===== src/rtl/iomem_arbiter_if.sv =====
`default_nettype none
// ============================================================================
// iomem_arbiter_if : picosoc-style iomem handshake bundle (valid/ready + bus)
// Rev 1.0
// ============================================================================
interface iomem_arbiter_if;
   logic        valid;
   logic        ready;
   logic [3:0]  wstrb;
   logic [31:0] addr;
   logic [31:0] wdata;
   logic [31:0] rdata;

   // master issues requests; slave answers with ready/rdata
   modport master (
      output valid, wstrb, addr, wdata,
      input  ready, rdata
   );

   modport slave (
      input  valid, wstrb, addr, wdata,
      output ready, rdata
   );
endinterface
`default_nettype wire


===== src/rtl/iomem_arbiter.sv =====
`default_nettype none
// ============================================================================
// iomem_arbiter : two-master round-robin arbiter onto one iomem slave,
//                 with per-transaction wait timeout and sticky error flag
// Rev 1.0
// ============================================================================
module iomem_arbiter #(
   parameter int unsigned TIMEOUT  = 255,
   parameter logic [31:0] ERR_DATA = 32'hFFFF_FFFF
) (
   input  logic                   clk,
   input  logic                   resetn,
   iomem_arbiter_if.slave         m0,
   iomem_arbiter_if.slave         m1,
   iomem_arbiter_if.master        s,
   output logic [1:0]             grant,
   output logic                   err_timeout,
   input  logic                   err_clr
);

   typedef enum logic [1:0] {
      ST_IDLE = 2'd0,
      ST_BUSY = 2'd1,
      ST_RESP = 2'd2
   } state_t;

   localparam logic [7:0] c_wait_last = 8'(TIMEOUT - 1);

   state_t      r_state;
   logic [7:0]  r_wait_cnt;
   logic        r_last_grant;   // 0: m0 was granted last, 1: m1

   logic        w_any_req;
   logic        w_pick_m1;
   logic [31:0] w_req_addr;
   logic [31:0] w_req_wdata;
   logic [3:0]  w_req_wstrb;
   logic        w_timeout;
   logic        w_done;
   logic [31:0] w_resp_data;

   // m1 wins when it is the only requester, or both request and m0 went last
   always_comb begin
      w_any_req   = m0.valid | m1.valid;
      w_pick_m1   = m1.valid & (~m0.valid | ~r_last_grant);
      w_req_addr  = w_pick_m1 ? m1.addr  : m0.addr;
      w_req_wdata = w_pick_m1 ? m1.wdata : m0.wdata;
      w_req_wstrb = w_pick_m1 ? m1.wstrb : m0.wstrb;
      w_timeout   = (r_state == ST_BUSY) && !s.ready && (r_wait_cnt == c_wait_last);
      w_done      = (r_state == ST_BUSY) && (s.ready || (r_wait_cnt == c_wait_last));
      w_resp_data = s.ready ? s.rdata : ERR_DATA;
   end

   always_ff @(posedge clk or negedge resetn) begin
      if (!resetn) begin
         r_state      <= ST_IDLE;
         r_wait_cnt   <= 8'd0;
         r_last_grant <= 1'b1;
         grant        <= 2'b00;
         err_timeout  <= 1'b0;
         s.valid      <= 1'b0;
         s.addr       <= 32'd0;
         s.wdata      <= 32'd0;
         s.wstrb      <= 4'd0;
         m0.ready     <= 1'b0;
         m0.rdata     <= 32'd0;
         m1.ready     <= 1'b0;
         m1.rdata     <= 32'd0;
      end else begin
         // a timeout raised this cycle outranks a concurrent clear
         if (w_timeout) begin
            err_timeout <= 1'b1;
         end else if (err_clr) begin
            err_timeout <= 1'b0;
         end

         case (r_state)
            ST_IDLE: begin
               if (w_any_req) begin
                  s.addr       <= w_req_addr;
                  s.wdata      <= w_req_wdata;
                  s.wstrb      <= w_req_wstrb;
                  s.valid      <= 1'b1;
                  grant        <= w_pick_m1 ? 2'b10 : 2'b01;
                  r_last_grant <= w_pick_m1;
                  r_wait_cnt   <= 8'd0;
                  r_state      <= ST_BUSY;
               end
            end

            ST_BUSY: begin
               if (w_done) begin
                  if (grant[1]) begin
                     m1.rdata <= w_resp_data;
                     m1.ready <= 1'b1;
                  end else begin
                     m0.rdata <= w_resp_data;
                     m0.ready <= 1'b1;
                  end
                  s.valid <= 1'b0;
                  r_state <= ST_RESP;
               end else begin
                  r_wait_cnt <= r_wait_cnt + 8'd1;
               end
            end

            ST_RESP: begin
               m0.ready <= 1'b0;
               m1.ready <= 1'b0;
               grant    <= 2'b00;
               r_state  <= ST_IDLE;
            end

            default: begin
               r_state <= ST_IDLE;
            end
         endcase
      end
   end

   a_svalid_busy_only : assert property (@(posedge clk) disable iff (!resetn)
      s.valid |-> (r_state == ST_BUSY));
   a_ready_exclusive  : assert property (@(posedge clk) disable iff (!resetn)
      !(m0.ready && m1.ready));
   a_grant_onehot     : assert property (@(posedge clk) disable iff (!resetn)
      $onehot0(grant));

endmodule
`default_nettype wire

===== src/flat_wrapper.sv =====
// flat-port wrapper written by rule: the top's interface ports become plain ports
module iomem_arbiter_flat 
#(
   parameter int unsigned TIMEOUT  = 255,
   parameter logic [31:0] ERR_DATA = 32'hFFFF_FFFF
)
  (clk, resetn, grant, err_timeout, err_clr, m0_valid, m0_wstrb, m0_addr, m0_wdata, m0_ready, m0_rdata, m1_valid, m1_wstrb, m1_addr, m1_wdata, m1_ready, m1_rdata, s_valid, s_wstrb, s_addr, s_wdata, s_ready, s_rdata);
  iomem_arbiter_if m0_i ();
  iomem_arbiter_if m1_i ();
  iomem_arbiter_if s_i ();
  input  logic clk;
  input  logic resetn;
  output logic [1:0] grant;
  output logic err_timeout;
  input  logic err_clr;
  input wire logic [$bits(m0_i.valid)-1:0] m0_valid;
  input wire logic [$bits(m0_i.wstrb)-1:0] m0_wstrb;
  input wire logic [$bits(m0_i.addr)-1:0] m0_addr;
  input wire logic [$bits(m0_i.wdata)-1:0] m0_wdata;
  output wire logic [$bits(m0_i.ready)-1:0] m0_ready;
  output wire logic [$bits(m0_i.rdata)-1:0] m0_rdata;
  input wire logic [$bits(m1_i.valid)-1:0] m1_valid;
  input wire logic [$bits(m1_i.wstrb)-1:0] m1_wstrb;
  input wire logic [$bits(m1_i.addr)-1:0] m1_addr;
  input wire logic [$bits(m1_i.wdata)-1:0] m1_wdata;
  output wire logic [$bits(m1_i.ready)-1:0] m1_ready;
  output wire logic [$bits(m1_i.rdata)-1:0] m1_rdata;
  output wire logic [$bits(s_i.valid)-1:0] s_valid;
  output wire logic [$bits(s_i.wstrb)-1:0] s_wstrb;
  output wire logic [$bits(s_i.addr)-1:0] s_addr;
  output wire logic [$bits(s_i.wdata)-1:0] s_wdata;
  input wire logic [$bits(s_i.ready)-1:0] s_ready;
  input wire logic [$bits(s_i.rdata)-1:0] s_rdata;
  assign m0_i.valid = m0_valid;
  assign m0_i.wstrb = m0_wstrb;
  assign m0_i.addr = m0_addr;
  assign m0_i.wdata = m0_wdata;
  assign m0_ready = m0_i.ready;
  assign m0_rdata = m0_i.rdata;
  assign m1_i.valid = m1_valid;
  assign m1_i.wstrb = m1_wstrb;
  assign m1_i.addr = m1_addr;
  assign m1_i.wdata = m1_wdata;
  assign m1_ready = m1_i.ready;
  assign m1_rdata = m1_i.rdata;
  assign s_valid = s_i.valid;
  assign s_wstrb = s_i.wstrb;
  assign s_addr = s_i.addr;
  assign s_wdata = s_i.wdata;
  assign s_i.ready = s_ready;
  assign s_i.rdata = s_rdata;
  iomem_arbiter #(.TIMEOUT(TIMEOUT), .ERR_DATA(ERR_DATA)) u_core (.clk(clk), .resetn(resetn), .m0(m0_i), .m1(m1_i), .s(s_i), .grant(grant), .err_timeout(err_timeout), .err_clr(err_clr));
endmodule

===== config.mk =====
export PLATFORM = sky130hd
export DESIGN_NAME = iomem_arbiter_flat
export DESIGN_NICKNAME = d
export VERILOG_FILES = /design/src/rtl/iomem_arbiter_if.sv /design/src/rtl/iomem_arbiter.sv /design/src/flat_wrapper.sv
export SDC_FILE = /design/constraint.sdc
export NUM_CORES = 1
export LEC_CHECK = 0
export BUFFER_PORTS_ARGS = -buffer_cell sky130_fd_sc_hd__buf_2
export CAP_MARGIN = 40
export CORE_MARGIN = 1.5
export CORE_UTILIZATION = 43
export DETAILED_ROUTE_END_ITERATION = 6
export PLACE_DENSITY = 0.87
export SETUP_SLACK_MARGIN = 0.1
export SYNTH_ARGS = -nofsm -noshare
export SYNTH_HDL_FRONTEND = slang
export SYNTH_SLANG_ARGS = --single-unit

===== constraint.sdc =====
create_clock -name clk -period 1.6 [get_ports clk]
set_clock_uncertainty 0.15 [all_clocks]
set_input_delay 0.32 -clock clk [delete_from_list [all_inputs] [get_ports clk]]
set_output_delay 0.32 -clock clk [all_outputs]
set_load 0.01 [all_outputs]

==> impl_metrics.xml, run 1 <==
<?xml version="1.0" encoding="UTF-8"?>
<metrics>
  <group name="pwr">
    <metric name="switching_share" unit="%">40.4</metric>
    <metric name="p_int" unit="mW">12.1</metric>
    <metric name="ir_drop" unit="V">0.000877</metric>
    <metric name="sequentialPowerShare" unit="%">32.5</metric>
    <metric name="netSwitchingPower" unit="mW">8.21</metric>
    <metric name="p_clk_share" unit="%">19.8</metric>
    <metric name="cellLeakagePower" unit="nW">5.08</metric>
    <metric name="post_layout_power" unit="mW">20.3</metric>
    <metric name="power.combinational.fraction" unit="%">47.7</metric>
    <metric name="power.density_cell_area" unit="mW/mm^2">1920</metric>
  </group>
  <group name="finish">
    <metric name="drive_above_1_share" unit="%">49.9</metric>
    <metric name="final_antenna_diode_count" unit="">0</metric>
    <metric name="total_nets_final" unit="">1203</metric>
    <metric name="post_route_core_utilization" unit="%">66.8</metric>
    <metric name="layout-area-overhead-vs-synth" unit="%">51.9</metric>
    <metric name="final-instance-count-excl-fill" unit="">1256</metric>
    <metric name="post-route-cell-area" unit="sq mm">0.0106</metric>
  </group>
  <group name="routing">
    <metric name="first_pass_iters" unit="">5</metric>
    <metric name="postRouteAntennaNets" unit="">0</metric>
    <metric name="routed_wl" unit="mm">24.9</metric>
    <metric name="remaining_drc_errors" unit="">0</metric>
    <metric name="vias_per_cell" unit="">5.59</metric>
    <metric name="initialDrtViolationCount" unit="">442</metric>
    <metric name="vias" unit="">7023</metric>
    <metric name="wl_per_cell" unit="um">19.8</metric>
  </group>
  <group name="sta">
    <metric name="finalCritPeriodShare" unit="%">103</metric>
    <metric name="timing_hold_violations_final" unit="">0</metric>
    <metric name="setup_total_negative_slack" unit="ns">-0.192</metric>
    <metric name="worst_slack" unit="ns">-0.0431</metric>
    <metric name="timing_max_transition_violations_final" unit="">0</metric>
    <metric name="slew-limit-headroom" unit="%">70.5</metric>
    <metric name="setup_viol_count_final" unit="">22</metric>
    <metric name="rsz_0062_raised_after_global_routing" unit="">true</metric>
    <metric name="max_clock_freq" unit="GHz">0.609</metric>
    <metric name="worst_slew_pin_slew" unit="ns">0.442</metric>
    <metric name="time_the_final_worst_path_needs_with_i_o_delays_and_setup" unit="ns">1.64</metric>
  </group>
  <group name="logic_synthesis">
    <metric name="synthFlopType" unit="">sky130_fd_sc_hd__dfrtp_1</metric>
    <metric name="mappedNetlistNets" unit="">844</metric>
    <metric name="syn_area_per_cell" unit="sq um">10.4</metric>
    <metric name="synth-edff-count" unit="">0</metric>
    <metric name="yosysWarningCount" unit="">0</metric>
    <metric name="ys_ff_latch" unit="">149</metric>
    <metric name="synth.cell_area" unit="sq mm">0.00695</metric>
    <metric name="postSynthCellCount" unit="">668</metric>
    <metric name="async_flop_share" unit="%">100</metric>
    <metric name="synth_top_cell_area_share" unit="%">53.3</metric>
    <metric name="yosysMostFrequentCell" unit="">sky130_fd_sc_hd__dfrtp_1</metric>
    <metric name="synthTopCellsByCount" unit="">148 x sky130_fd_sc_hd__dfrtp_1, 120 x sky130_fd_sc_hd__o21ai_0, 71 x sky130_fd_sc_hd__mux2i_1</metric>
    <metric name="netlist_top_cells_area" unit="">sky130_fd_sc_hd__dfrtp_1 53%, sky130_fd_sc_hd__mux2i_1 10%, sky130_fd_sc_hd__o21ai_0 8.6%, sky130_fd_sc_hd__o22ai_1 5.8%, sky130_fd_sc_hd__inv_1 3.7%</metric>
    <metric name="sequential_fraction_of_the_synthesis_area" unit="%">53.6</metric>
    <metric name="yosysTopAreaCell" unit="">sky130_fd_sc_hd__dfrtp_1</metric>
    <metric name="synth.distinct_cells" unit="">46</metric>
  </group>
  <group name="flow_run">
    <metric name="maxCapViolCount" unit="">0</metric>
  </group>
  <group name="floorplan">
    <metric name="fp-row-count" unit="">46</metric>
    <metric name="placeableCoreArea" unit="sq mm">0.0158</metric>
    <metric name="start_util" unit="%">43.9</metric>
    <metric name="die-width" unit="um">130</metric>
    <metric name="die-area" unit="sq mm">0.0169</metric>
    <metric name="die_y" unit="um">130</metric>
    <metric name="ioPinCount" unit="">312</metric>
  </group>
  <group name="grt">
    <metric name="gr-total-overflow" unit="">0</metric>
    <metric name="grt_pass1_wl" unit="mm">32.8</metric>
    <metric name="first_global_vias" unit="">6287</metric>
    <metric name="grtUsageTotal" unit="%">25.4</metric>
    <metric name="maximum_number_of_pins_on_one_net_before_global_route_repair" unit="">69</metric>
    <metric name="antenna_found_initial" unit="">0</metric>
  </group>
  <group name="worst_setup_path">
    <metric name="cp-start-kind" unit="">flop</metric>
    <metric name="endpoint_required_time_on_the_critical_path" unit="ns">1.78</metric>
    <metric name="worst-path-max-fanout" unit="">7</metric>
    <metric name="cp-end-kind" unit="">flop</metric>
    <metric name="crit_path_buf_inv_count" unit="">3</metric>
    <metric name="crit_chain" unit="">inv_1 -&gt; ha_2 -&gt; and3_4 -&gt; a21oi_4 -&gt; buf_12 -&gt; clkbuf_16 -&gt; a21oi_2</metric>
    <metric name="crit-reg2reg-capture" unit="">u_core.m0.rdata[11]</metric>
    <metric name="timing.rr.start" unit="">u_core.r_wait_cnt[0]</metric>
    <metric name="rr_worst_depth" unit="">7</metric>
    <metric name="regToRegSetupSlack" unit="ns">-0.04</metric>
    <metric name="critPathSlowestCell" unit="">sky130_fd_sc_hd__dfrtp_1</metric>
    <metric name="worst_ep_arrival_time" unit="ns">1.82</metric>
    <metric name="path_class" unit="">reg2reg</metric>
    <metric name="critPathTopFamily" unit="">buffers and inverters</metric>
    <metric name="stage_delay_of_the_slowest_cell_on_the_critical_path" unit="ns">0.38</metric>
  </group>
  <group name="cts">
    <metric name="tritoncts_clock_tree" unit="">built</metric>
    <metric name="cts_htree_levels" unit="">4</metric>
    <metric name="clk_latency" unit="ns">0.42</metric>
    <metric name="clk_transition_reported_paths" unit="ns">0.07</metric>
    <metric name="clkSinkCount" unit="">149</metric>
    <metric name="max-clock-path-buffers" unit="">2</metric>
    <metric name="numCtsBuffers" unit="">17</metric>
    <metric name="cts-root-buf" unit="">sky130_fd_sc_hd__clkbuf_16</metric>
  </group>
  <group name="placement">
    <metric name="dpl.hpwl" unit="mm">15.1</metric>
    <metric name="place_area" unit="sq mm">0.00909</metric>
    <metric name="port_buffers" unit="">311</metric>
    <metric name="cell_total_after_placement" unit="">1193</metric>
    <metric name="gpl.final_weighted_congestion" unit="">0.854</metric>
  </group>
  <group name="run_status">
    <metric name="run_status" unit="">finished with violations</metric>
    <metric name="failed_checks" unit="">negative setup slack</metric>
  </group>
  <group name="worst_hold_path">
    <metric name="min_path_type" unit="">in2reg</metric>
    <metric name="whs_endpoint" unit="">u_core.s.addr[22]</metric>
    <metric name="hold-path-cell-count" unit="">3</metric>
    <metric name="hold_path_startpoint" unit="">m0_addr[22]</metric>
  </group>
</metrics>
==> repair_timing <==
action                                  in CTS  in global routing
endpoints found under the setup margin     142                148
hold buffers                                 2                  0
setup buffers                                7                  6
gates cloned                                 7                 10
resized for setup                           64                105
hold endpoints to repair                    35                  0
pin swaps                                    8                 24
==> worst max-delay path by stage <==
| stage | end | cells past startpoint | from | slack, ns |
|---|---|---|---|---|
| 4_1_cts | u_core.r_wait_cnt[7] | 4 | u_core.r_state[1] | 0.003 |
| 2_1_floorplan | u_core.s.valid | 6 | u_core.r_wait_cnt[0] | -0.006 |
| 3_3_place_gp | u_core.m1.rdata[25] | 6 | u_core.r_wait_cnt[0] | 0.006 |
| 6_report | u_core.m0.rdata[11] | 7 | u_core.r_wait_cnt[0] | -0.04 |
| 5_1_grt | u_core.m0.rdata[11] | 7 | u_core.r_wait_cnt[0] | -0.1 |
| 3_5_place_dp | u_core.r_wait_cnt[7] | 4 | u_core.r_state[1] | -0.06 |
==> worst min-delay path, cell delays in order <==
cell and delay, ns:
sky130_fd_sc_hd__buf_2 0.07, sky130_fd_sc_hd__mux2i_1 0.05, sky130_fd_sc_hd__o21ai_1 0.11
==> cell usage in the layout (no fill, tap or decap), drive strengths merged, types with 3 or more instances in the layout <==
cell type,synthesis,final
clkbuf,20,27
a21oi,70,70
nand2,5,5
mux2i,71,71
dfrtp,148,148
buf,34,384
o22ai,64,64
clkinv,0,3
inv,68,76
nand4,3,3
o21ai,143,143
nor2,3,3
==> logic make-up (layout without fill, tap and decap cells) <==
| logic type | Yosys count | in the layout | synth area share, % |
|---|---|---|---|
| fa+ha+maj | 2 | 2 | 0.360 |
| simple gates | 29 | 29 | 2.91 |
| buf+inv | 122 | 494 | 8.46 |
| compound gates | 295 | 295 | 24.4 |
| mux | 71 | 71 | 10.2 |
| flops | 149 | 149 | 53.6 |
==> per-layer routing <==
| layer | part of all wire, % | up-vias | global-route usage, % |
|---|---|---|---|
| li1 | - | 3139 | - |
| met1 | 36 | 3369 | 29.5 |
| met2 | 53 | 444 | 45.3 |
| met3 | 7.3 | 71 | 5.37 |
| met4 | 3.9 | 0 | 11.0 |
| met5 | 0 | - | 0 |
==> area by class of cell <==
type                    instances  area (sq um)
clock buffers                  19           453
clock inverters                13           138
fillers                      1149          5260
inverters                      68           255
multi-input cells             397          2990
flip-flops and latches        149          3730
well taps                     216           270
repair buffers                394          2730
==> state kept, by name (all words and copies together), names as in the netlist <==
register / flops
u_core.s.wdata: 32
u_core.err_timeout: 1
u_core.m1.rdata: 32
u_core.r_last_grant: 1
u_core.grant: 2
u_core.m1.ready: 1
u_core.m0.ready: 1
u_core.r_wait_cnt: 8
u_core.m0.rdata: 32
u_core.r_state: 2
u_core.s.wstrb: 4
u_core.s.valid: 1
u_core.s.addr: 32
==> power groups by stage <==
stage	clock, mW	combinational, mW	sequential [mW]
floorplan	0	3.79	7.21
CTS	4.07	8.58	6.52
finish	4.02	9.69	6.60
global route	4.24	10.4	6.79
global placement	0	7.72	6.45
detailed placement	0	7.99	6.58
==> through the flow <==
stage	hold WS (ns)	worst slack, ns
global placement	0.112	0.00627
CTS	0.00514	0.00283
global route	0.0202	-0.0955
floorplan	-0.126	-0.00649
finish	0.0222	-0.0431
detailed placement	0.123	-0.0639
Power figures use the tool's default switching activity.
==> run 2: changes to the inputs <==
--- a/config.mk
+++ b/config.mk
@@ -5,12 +5,12 @@
 export SDC_FILE = /design/constraint.sdc
 export NUM_CORES = 1
 export LEC_CHECK = 0
+export ABC_AREA = 1
 export BUFFER_PORTS_ARGS = -buffer_cell sky130_fd_sc_hd__buf_2
 export CAP_MARGIN = 40
-export CORE_MARGIN = 1.5
-export CORE_UTILIZATION = 43
+export CORE_UTILIZATION = 42
 export DETAILED_ROUTE_END_ITERATION = 6
-export PLACE_DENSITY = 0.87
+export PLACE_DENSITY = 0.86
 export SETUP_SLACK_MARGIN = 0.1
 export SYNTH_ARGS = -nofsm -noshare
 export SYNTH_HDL_FRONTEND = slang
==> run 2 against run 1 <==
  * The run ends with design-rule violations, negative setup slack left
  * Wire length is 50% higher
  * Synthesized cell count up 19%
  * Utilization rose by 18 points
  * Sequential power increased by 10%
  * Die area is 2.6% lower
  * Sequential share of layout area is 6.8 points lower
  * Largest cell class is now non-clock buffers
==> impl_metrics.xml, run 2 <==
<?xml version="1.0" encoding="UTF-8"?>
<metrics>
  <group name="run_status">
    <metric name="run_status" unit="">finished with violations</metric>
    <metric name="failed_checks" unit="">design-rule violations, negative setup slack</metric>
  </group>
  <group name="routing">
    <metric name="vias" unit="">9101</metric>
    <metric name="postRouteAntennaNets" unit="">0</metric>
    <metric name="remaining_drc_errors" unit="">1</metric>
    <metric name="wl_per_cell" unit="um">24.4</metric>
    <metric name="vias_per_cell" unit="">5.94</metric>
    <metric name="initialDrtViolationCount" unit="">1113</metric>
    <metric name="routed_wl" unit="mm">37.5</metric>
    <metric name="first_pass_iters" unit="">7</metric>
  </group>
  <group name="worst_setup_path">
    <metric name="worst_ep_arrival_time" unit="ns">1.93</metric>
    <metric name="worst-path-max-fanout" unit="">5</metric>
    <metric name="timing.rr.start" unit="">u_core.r_last_grant</metric>
    <metric name="cp-end-kind" unit="">flop</metric>
    <metric name="endpoint_required_time_on_the_critical_path" unit="ns">1.69</metric>
    <metric name="critical_path.startpoint" unit="">u_core.r_last_grant</metric>
    <metric name="regToRegSetupSlack" unit="ns">-0.24</metric>
    <metric name="cp-start-kind" unit="">flop</metric>
    <metric name="path_class" unit="">reg2reg</metric>
  </group>
  <group name="logic_synthesis">
    <metric name="yosysWarningCount" unit="">0</metric>
    <metric name="synth.cell_area" unit="sq mm">0.00672</metric>
    <metric name="synth_top_cell_area_share" unit="%">55.2</metric>
    <metric name="yosysTopAreaCell" unit="">sky130_fd_sc_hd__dfrtp_1</metric>
    <metric name="synth-edff-count" unit="">0</metric>
    <metric name="yosysMostFrequentCell" unit="">sky130_fd_sc_hd__nand2_1</metric>
    <metric name="mappedNetlistNets" unit="">971</metric>
    <metric name="netlist_top_cells_area" unit="">sky130_fd_sc_hd__dfrtp_1 55%, sky130_fd_sc_hd__nand2_1 20%, sky130_fd_sc_hd__nand4_1 6.0%, sky130_fd_sc_hd__nand3_1 5.6%, sky130_fd_sc_hd__or2_2 3.0%</metric>
    <metric name="synthTopCellsByCount" unit="">364 x sky130_fd_sc_hd__nand2_1, 148 x sky130_fd_sc_hd__dfrtp_1, 75 x sky130_fd_sc_hd__nand3_1</metric>
    <metric name="postSynthCellCount" unit="">795</metric>
    <metric name="synthFlopType" unit="">sky130_fd_sc_hd__dfrtp_1</metric>
    <metric name="synth.distinct_cells" unit="">32</metric>
    <metric name="sequential_fraction_of_the_synthesis_area" unit="%">55.5</metric>
    <metric name="syn_area_per_cell" unit="sq um">8.45</metric>
    <metric name="ys_ff_latch" unit="">149</metric>
    <metric name="async_flop_share" unit="%">100</metric>
  </group>
  <group name="finish">
    <metric name="fillerInstances" unit="">725</metric>
    <metric name="post-route-cell-area" unit="sq mm">0.0131</metric>
    <metric name="most-common-layout-cells" unit="">304 x sky130_fd_sc_hd__buf_2, 177 x sky130_fd_sc_hd__nand2_1, 145 x sky130_fd_sc_hd__dfrtp_1, 133 x sky130_fd_sc_hd__dlygate4sd3_1, 108 x sky130_fd_sc_hd__nand2_4</metric>
    <metric name="total_nets_final" unit="">1478</metric>
    <metric name="drive_above_1_share" unit="%">57.2</metric>
    <metric name="layout-area-overhead-vs-synth" unit="%">95.2</metric>
    <metric name="final-instance-count-excl-fill" unit="">1532</metric>
    <metric name="layout.cells.most_common" unit="">sky130_fd_sc_hd__buf_2</metric>
  </group>
  <group name="pwr">
    <metric name="power.density_cell_area" unit="mW/mm^2">1880</metric>
    <metric name="ir_drop" unit="V">0.000981</metric>
    <metric name="cellLeakagePower" unit="nW">7.12</metric>
    <metric name="post_layout_power" unit="mW">24.7</metric>
  </group>
  <group name="flow_run">
    <metric name="maxCapViolCount" unit="">0</metric>
  </group>
  <group name="cts">
    <metric name="cts_htree_levels" unit="">4</metric>
    <metric name="cts-root-buf" unit="">sky130_fd_sc_hd__clkbuf_16</metric>
    <metric name="max-clock-path-buffers" unit="">2</metric>
    <metric name="tritoncts_clock_tree" unit="">built</metric>
    <metric name="numCtsBuffers" unit="">17</metric>
    <metric name="clk_latency" unit="ns">0.43</metric>
    <metric name="clk_transition_reported_paths" unit="ns">0.06</metric>
    <metric name="clkSinkCount" unit="">149</metric>
  </group>
  <group name="sta">
    <metric name="max_clock_freq" unit="GHz">0.543</metric>
    <metric name="setup_viol_count_final" unit="">139</metric>
    <metric name="rsz_0062_raised_after_global_routing" unit="">true</metric>
    <metric name="finalCritPeriodShare" unit="%">115</metric>
    <metric name="timing_max_transition_violations_final" unit="">0</metric>
    <metric name="timing_hold_violations_final" unit="">0</metric>
    <metric name="slew-limit-headroom" unit="%">70.6</metric>
    <metric name="worst_slack" unit="ns">-0.242</metric>
    <metric name="time_the_final_worst_path_needs_with_i_o_delays_and_setup" unit="ns">1.84</metric>
    <metric name="worst_slew_pin_slew" unit="ns">0.442</metric>
  </group>
  <group name="placement">
    <metric name="dpl.hpwl" unit="mm">14.8</metric>
    <metric name="cell_total_after_placement" unit="">1310</metric>
    <metric name="place_area" unit="sq mm">0.00874</metric>
    <metric name="preCtsSetupSlack" unit="ns">-0.0494</metric>
    <metric name="port_buffers" unit="">311</metric>
    <metric name="gpl.final_weighted_congestion" unit="">0.866</metric>
  </group>
  <group name="grt">
    <metric name="grt_pass1_wl" unit="mm">47.6</metric>
    <metric name="maximum_number_of_pins_on_one_net_before_global_route_repair" unit="">48</metric>
    <metric name="grtUsageTotal" unit="%">39.1</metric>
    <metric name="antenna_found_initial" unit="">7</metric>
    <metric name="first_global_vias" unit="">8728</metric>
    <metric name="gr-total-overflow" unit="">0</metric>
  </group>
  <group name="floorplan">
    <metric name="placeableCoreArea" unit="sq mm">0.0154</metric>
    <metric name="start_util" unit="%">43.5</metric>
    <metric name="ioPinCount" unit="">312</metric>
    <metric name="die-width" unit="um">128</metric>
    <metric name="die-area" unit="sq mm">0.0165</metric>
    <metric name="fp-row-count" unit="">45</metric>
    <metric name="die_y" unit="um">128</metric>
  </group>
  <group name="worst_hold_path">
    <metric name="hold_path_startpoint" unit="">m1_addr[9]</metric>
    <metric name="min_path_type" unit="">in2reg</metric>
  </group>
</metrics>
## run 2: cell families after synthesis
logic type | synth area share (%)
xor gates and xnor gates | 0.130
adders and majority gates | 0.373
and+or+nand+nor | 37.5
AOI/OAI and AO/OA | 1.10
DFF | 55.5
buffers and inverters | 5.33
## run 2: final cells by class
| cell class | count | area (sq um) | share of cell area (%) |
|---|---|---|---|
| well taps | 211 | 264 | 2.01 |
| flip-flops and latches | 149 | 3730 | 28.5 |
| clock buffers | 20 | 447 | 3.41 |
| clock inverters | 12 | 154 | 1.17 |
| repair buffers | 541 | 4380 | 33.4 |
| multi-input cells | 578 | 4060 | 31.0 |
| diodes | 6 | 15.0 | 0.115 |
| inverters | 15 | 58.8 | 0.449 |
## run 2: final timing paths
path,end,depth (start not counted)
setup / recovery,u_core.s.wdata[5],9
hold / removal,u_core.s.addr[9],3
setup reg to reg,u_core.s.wdata[5],9
hold reg to reg,u_core.m1.rdata[30],2
max in group asynchronous,u_core.m1.rdata[6],3
min in group asynchronous,u_core.r_wait_cnt[6],2
## run 2: through the flow
step	TNS, ns	util (%)	hold slack [ns]
floorplan	0	-	-0.126
global placement	-0.340	56.7	0.116
detailed placement	-1.56	56.7	0.120
CTS	-2.10	77.2	0.000775
global route	-21.64	84.9	0.0187
finish	-12.89	85.0	0.00891
## run 2: critical path: stages (launching register included)
cell	delay (ns)
sky130_fd_sc_hd__dfstp_2	0.55
sky130_fd_sc_hd__nand2_2	0.05
sky130_fd_sc_hd__nand2_2	0.07
sky130_fd_sc_hd__buf_6	0.10
sky130_fd_sc_hd__nor2_4	0.05
sky130_fd_sc_hd__buf_12	0.14
sky130_fd_sc_hd__buf_16	0.14
sky130_fd_sc_hd__buf_16	0.14
sky130_fd_sc_hd__nand2_2	0.06
sky130_fd_sc_hd__nand3_2	0.19
## run 2: power by group
| part | switching (mW) | internal (mW) |
|---|---|---|
| Combinational | 7.44 | 5.75 |
| Sequential | 1.67 | 5.60 |
| Clock | 1.71 | 2.50 |
| Total | 10.8 | 13.8 |
## run 2: layer usage
layer  share of wire [%]  GRT usage (%)  wire length, um
met3                  11           13.0             4050
met5               0.096              0               36
met1                  31           41.6            11600
met2                  48           62.7            18100
met4                 9.9           34.0             3690
## run 2: repair_timing
item	in CTS	in global routing
buffers inserted	19	15
setup endpoints to repair	145	153
hold endpoints to repair	104	0
pin swaps	20	38
gates resized for setup	154	295
hold buffers	133	0
cloned	17	7
==> run 3: changes to the inputs <==
--- a/config.mk
+++ b/config.mk
@@ -8,9 +8,11 @@
 export ABC_AREA = 1
 export BUFFER_PORTS_ARGS = -buffer_cell sky130_fd_sc_hd__buf_2
 export CAP_MARGIN = 40
-export CORE_UTILIZATION = 42
+export CELL_PAD_IN_SITES_DETAIL_PLACEMENT = 1
+export CELL_PAD_IN_SITES_GLOBAL_PLACEMENT = 1
+export CORE_UTILIZATION = 30
 export DETAILED_ROUTE_END_ITERATION = 6
-export PLACE_DENSITY = 0.86
+export PLACE_DENSITY = 0.83
 export SETUP_SLACK_MARGIN = 0.1
 export SYNTH_ARGS = -nofsm -noshare
 export SYNTH_HDL_FRONTEND = slang
==> run 3 against run 2 <==
  * The flow finishes with violations (negative setup slack)
  * Largest cell class unchanged
  * Die area up 39%
  * Critical endpoint is now u_core.m0.rdata[0]
  * Critical path type unchanged
  * Count of clock-buffer cells in the layout decreased by 3
  * Fmax grew 3.2%
==> impl_metrics.xml, run 3 (synthesized netlist as in run 2, its figures left out) <==
<?xml version="1.0" encoding="UTF-8"?>
<metrics>
  <group name="worst_setup_path">
    <metric name="timing.rr.start" unit="">u_core.r_wait_cnt[0]</metric>
    <metric name="worst-path-max-fanout" unit="">10</metric>
    <metric name="endpoint_required_time_on_the_critical_path" unit="ns">1.75</metric>
    <metric name="regToRegSetupSlack" unit="ns">-0.19</metric>
    <metric name="critPathTopFamily" unit="">simple AND/OR/NAND/NOR gates</metric>
    <metric name="stage_delay_of_the_slowest_cell_on_the_critical_path" unit="ns">0.39</metric>
    <metric name="crit_path_buf_inv_count" unit="">2</metric>
    <metric name="path_common_cell" unit="">sky130_fd_sc_hd__nand2_4</metric>
    <metric name="critPathSlowestCell" unit="">sky130_fd_sc_hd__dfrtp_1</metric>
    <metric name="path_class" unit="">reg2reg</metric>
    <metric name="cp-start-kind" unit="">flop</metric>
    <metric name="rr_worst_depth" unit="">10</metric>
    <metric name="crit-reg2reg-capture" unit="">u_core.m0.rdata[0]</metric>
    <metric name="worst_ep_arrival_time" unit="ns">1.93</metric>
    <metric name="crit_chain" unit="">inv_2 -&gt; ha_4 -&gt; nand2_4 -&gt; nor2_4 -&gt; nand2_4 -&gt; nand2_8 -&gt; nand3_4 -&gt; buf_12 -&gt; nand2_2 -&gt; nand2_1</metric>
    <metric name="cp-end-kind" unit="">flop</metric>
  </group>
  <group name="finish">
    <metric name="post_route_core_utilization" unit="%">61.4</metric>
    <metric name="fillerInstances" unit="">2395</metric>
    <metric name="layout.cells.most_common" unit="">sky130_fd_sc_hd__buf_2</metric>
    <metric name="final-seq-area" unit="sq mm">0.00373</metric>
    <metric name="drive_above_1_share" unit="%">55.3</metric>
    <metric name="total_nets_final" unit="">1486</metric>
    <metric name="layout-area-overhead-vs-synth" unit="%">100</metric>
    <metric name="most-common-layout-cells" unit="">305 x sky130_fd_sc_hd__buf_2, 208 x sky130_fd_sc_hd__nand2_1, 147 x sky130_fd_sc_hd__dfrtp_1, 135 x sky130_fd_sc_hd__dlygate4sd3_1, 101 x sky130_fd_sc_hd__nand2_4</metric>
    <metric name="area_of_the_multi_input_gates" unit="sq mm">0.00399</metric>
  </group>
  <group name="worst_hold_path">
    <metric name="hold-path-cell-count" unit="">3</metric>
    <metric name="hold_path_startpoint" unit="">m1_wdata[20]</metric>
    <metric name="min_path_type" unit="">in2reg</metric>
    <metric name="whs_endpoint" unit="">u_core.s.wdata[20]</metric>
  </group>
  <group name="sta">
    <metric name="setup_viol_count_final" unit="">136</metric>
    <metric name="max_clock_freq" unit="GHz">0.560</metric>
    <metric name="timing_max_transition_violations_final" unit="">0</metric>
    <metric name="rsz_0062_raised_after_global_routing" unit="">true</metric>
    <metric name="timing_hold_violations_final" unit="">0</metric>
    <metric name="slew-limit-headroom" unit="%">80.1</metric>
    <metric name="time_the_final_worst_path_needs_with_i_o_delays_and_setup" unit="ns">1.79</metric>
    <metric name="worst_slew_pin_slew" unit="ns">0.295</metric>
    <metric name="finalCritPeriodShare" unit="%">112</metric>
    <metric name="worst_slack" unit="ns">-0.185</metric>
  </group>
  <group name="cts">
    <metric name="clk_transition_reported_paths" unit="ns">0.07</metric>
    <metric name="clkSinkCount" unit="">149</metric>
    <metric name="clk_latency" unit="ns">0.42</metric>
    <metric name="numCtsBuffers" unit="">17</metric>
    <metric name="tritoncts_clock_tree" unit="">built</metric>
    <metric name="cts-root-buf" unit="">sky130_fd_sc_hd__clkbuf_16</metric>
    <metric name="cts_htree_levels" unit="">4</metric>
    <metric name="max-clock-path-buffers" unit="">2</metric>
  </group>
  <group name="flow_run">
    <metric name="maxCapViolCount" unit="">0</metric>
  </group>
  <group name="grt">
    <metric name="gr-total-overflow" unit="">0</metric>
    <metric name="first_global_vias" unit="">9212</metric>
    <metric name="antenna_found_initial" unit="">7</metric>
    <metric name="maximum_number_of_pins_on_one_net_before_global_route_repair" unit="">41</metric>
    <metric name="grtUsageTotal" unit="%">30.4</metric>
    <metric name="grt_pass1_wl" unit="mm">51.7</metric>
  </group>
  <group name="placement">
    <metric name="gpl.final_weighted_congestion" unit="">0.828</metric>
    <metric name="dpl.hpwl" unit="mm">17.2</metric>
    <metric name="port_buffers" unit="">311</metric>
  </group>
  <group name="run_status">
    <metric name="failed_checks" unit="">negative setup slack</metric>
    <metric name="run_status" unit="">finished with violations</metric>
  </group>
  <group name="floorplan">
    <metric name="fp-row-count" unit="">54</metric>
    <metric name="die-width" unit="um">152</metric>
    <metric name="die_y" unit="um">152</metric>
    <metric name="start_util" unit="%">30.7</metric>
    <metric name="die-area" unit="sq mm">0.0230</metric>
    <metric name="placeableCoreArea" unit="sq mm">0.0219</metric>
    <metric name="ioPinCount" unit="">312</metric>
  </group>
  <group name="pwr">
    <metric name="post_layout_power" unit="mW">25.0</metric>
    <metric name="ir_drop" unit="V">0.000847</metric>
    <metric name="cellLeakagePower" unit="nW">7.35</metric>
    <metric name="power.density_cell_area" unit="mW/mm^2">1860</metric>
  </group>
  <group name="routing">
    <metric name="wl_per_cell" unit="um">25.1</metric>
    <metric name="remaining_drc_errors" unit="">0</metric>
    <metric name="first_pass_iters" unit="">4</metric>
    <metric name="routed_wl" unit="mm">40.5</metric>
    <metric name="postRouteAntennaNets" unit="">0</metric>
    <metric name="vias" unit="">8611</metric>
    <metric name="initialDrtViolationCount" unit="">370</metric>
    <metric name="vias_per_cell" unit="">5.35</metric>
  </group>
</metrics>
run 3: changes by cell type in the layout (fill, tap and decap cells not counted), moves of 4 or more:
cell	previous run	this run
sky130_fd_sc_hd__buf_12	21	34
sky130_fd_sc_hd__buf_16	11	17
sky130_fd_sc_hd__nand2_2	83	57
sky130_fd_sc_hd__nand2_1	177	208
sky130_fd_sc_hd__inv_6	1	6
sky130_fd_sc_hd__buf_8	7	3
sky130_fd_sc_hd__nand2_4	108	101
sky130_fd_sc_hd__nand3_1	11	7
sky130_fd_sc_hd__nand3_2	60	65
sky130_fd_sc_hd__buf_4	34	29
sky130_fd_sc_hd__inv_8	0	4
sky130_fd_sc_hd__buf_6	23	19
run 3: layer usage:
| metal | global-route usage, % | share of wire, % | vias to the layer above |
|---|---|---|---|
| met5 | 0 | 0.032 | - |
| met4 | 18.0 | 6.1 | 2 |
| met3 | 6.41 | 5.3 | 173 |
| met2 | 54.7 | 53 | 462 |
| met1 | 32.9 | 35 | 4349 |
| li1 | - | - | 3625 |
run 3: power by group:
| part | switching, mW | leakage [nW] | total, mW | internal [mW] |
|---|---|---|---|---|
| registers | 1.40 | 1.82 | 6.99 | 5.59 |
| clock network | 1.95 | 0.297 | 4.33 | 2.38 |
| logic | 7.67 | 5.23 | 13.7 | 6.04 |
| total | 11.0 | 7.35 | 25.0 | 14.0 |
run 3: stage by stage:
stage	hold slack [ns]	setup WS (ns)	TNS, ns	instance area [sq um]	cells
finish	0.00619	-0.185	-12.63	13400	1610
global route	0.00814	-0.241	-21.40	13400	1609
CTS	0.00414	-0.0919	-5.32	12500	1584
detailed placement	0.0397	-0.105	-5.32	8890	1375
global placement	0.0416	-0.0158	-0.377	8890	1375
floorplan	-0.126	0.0138	0	6740	795
run 3: worst register-to-register path, cell delays in order (launching register included):
cell	delay (ns)
sky130_fd_sc_hd__dfrtp_1	0.39
sky130_fd_sc_hd__inv_2	0.09
sky130_fd_sc_hd__ha_4	0.15
sky130_fd_sc_hd__nand2_4	0.05
sky130_fd_sc_hd__nor2_4	0.13
sky130_fd_sc_hd__nand2_4	0.09
sky130_fd_sc_hd__nand2_8	0.10
sky130_fd_sc_hd__nand3_4	0.15
sky130_fd_sc_hd__buf_12	0.20
sky130_fd_sc_hd__nand2_2	0.07
sky130_fd_sc_hd__nand2_1	0.08
run 3: worst max-delay path by stage:
stage	startpoint	endpoint	slack [ns]	depth (start not counted)
3_3_place_gp	u_core.r_last_grant	u_core.s.wdata[24]	-0.02	7
5_1_grt	u_core.r_wait_cnt[0]	u_core.m1.rdata[0]	-0.24	10
3_5_place_dp	u_core.r_wait_cnt[0]	u_core.m1.rdata[8]	-0.10	10
2_1_floorplan	u_core.r_wait_cnt[0]	u_core.m1.rdata[22]	0.01	10
4_1_cts	u_core.r_wait_cnt[0]	u_core.m0.rdata[20]	-0.09	10
6_report	u_core.r_wait_cnt[0]	u_core.m0.rdata[0]	-0.19	10
run 3: what timing repair did:
action,in CTS,in global routing
endpoints found under the setup margin,145,152
setup buffers,23,12
hold buffers,135,0
hold endpoints to repair,217,0
gates cloned,20,11
resized for setup,225,174
pin swaps,59,61
run 3: final cells by class:
cell class | instances | share of cell area, %
diodes | 7 | 0.130
inverters | 15 | 0.438
clock buffers | 17 | 3.17
well taps | 280 | 2.61
clock inverters | 15 | 1.33
multi-input cells | 578 | 29.7
flip-flops and latches | 149 | 27.8
repair buffers | 549 | 34.9
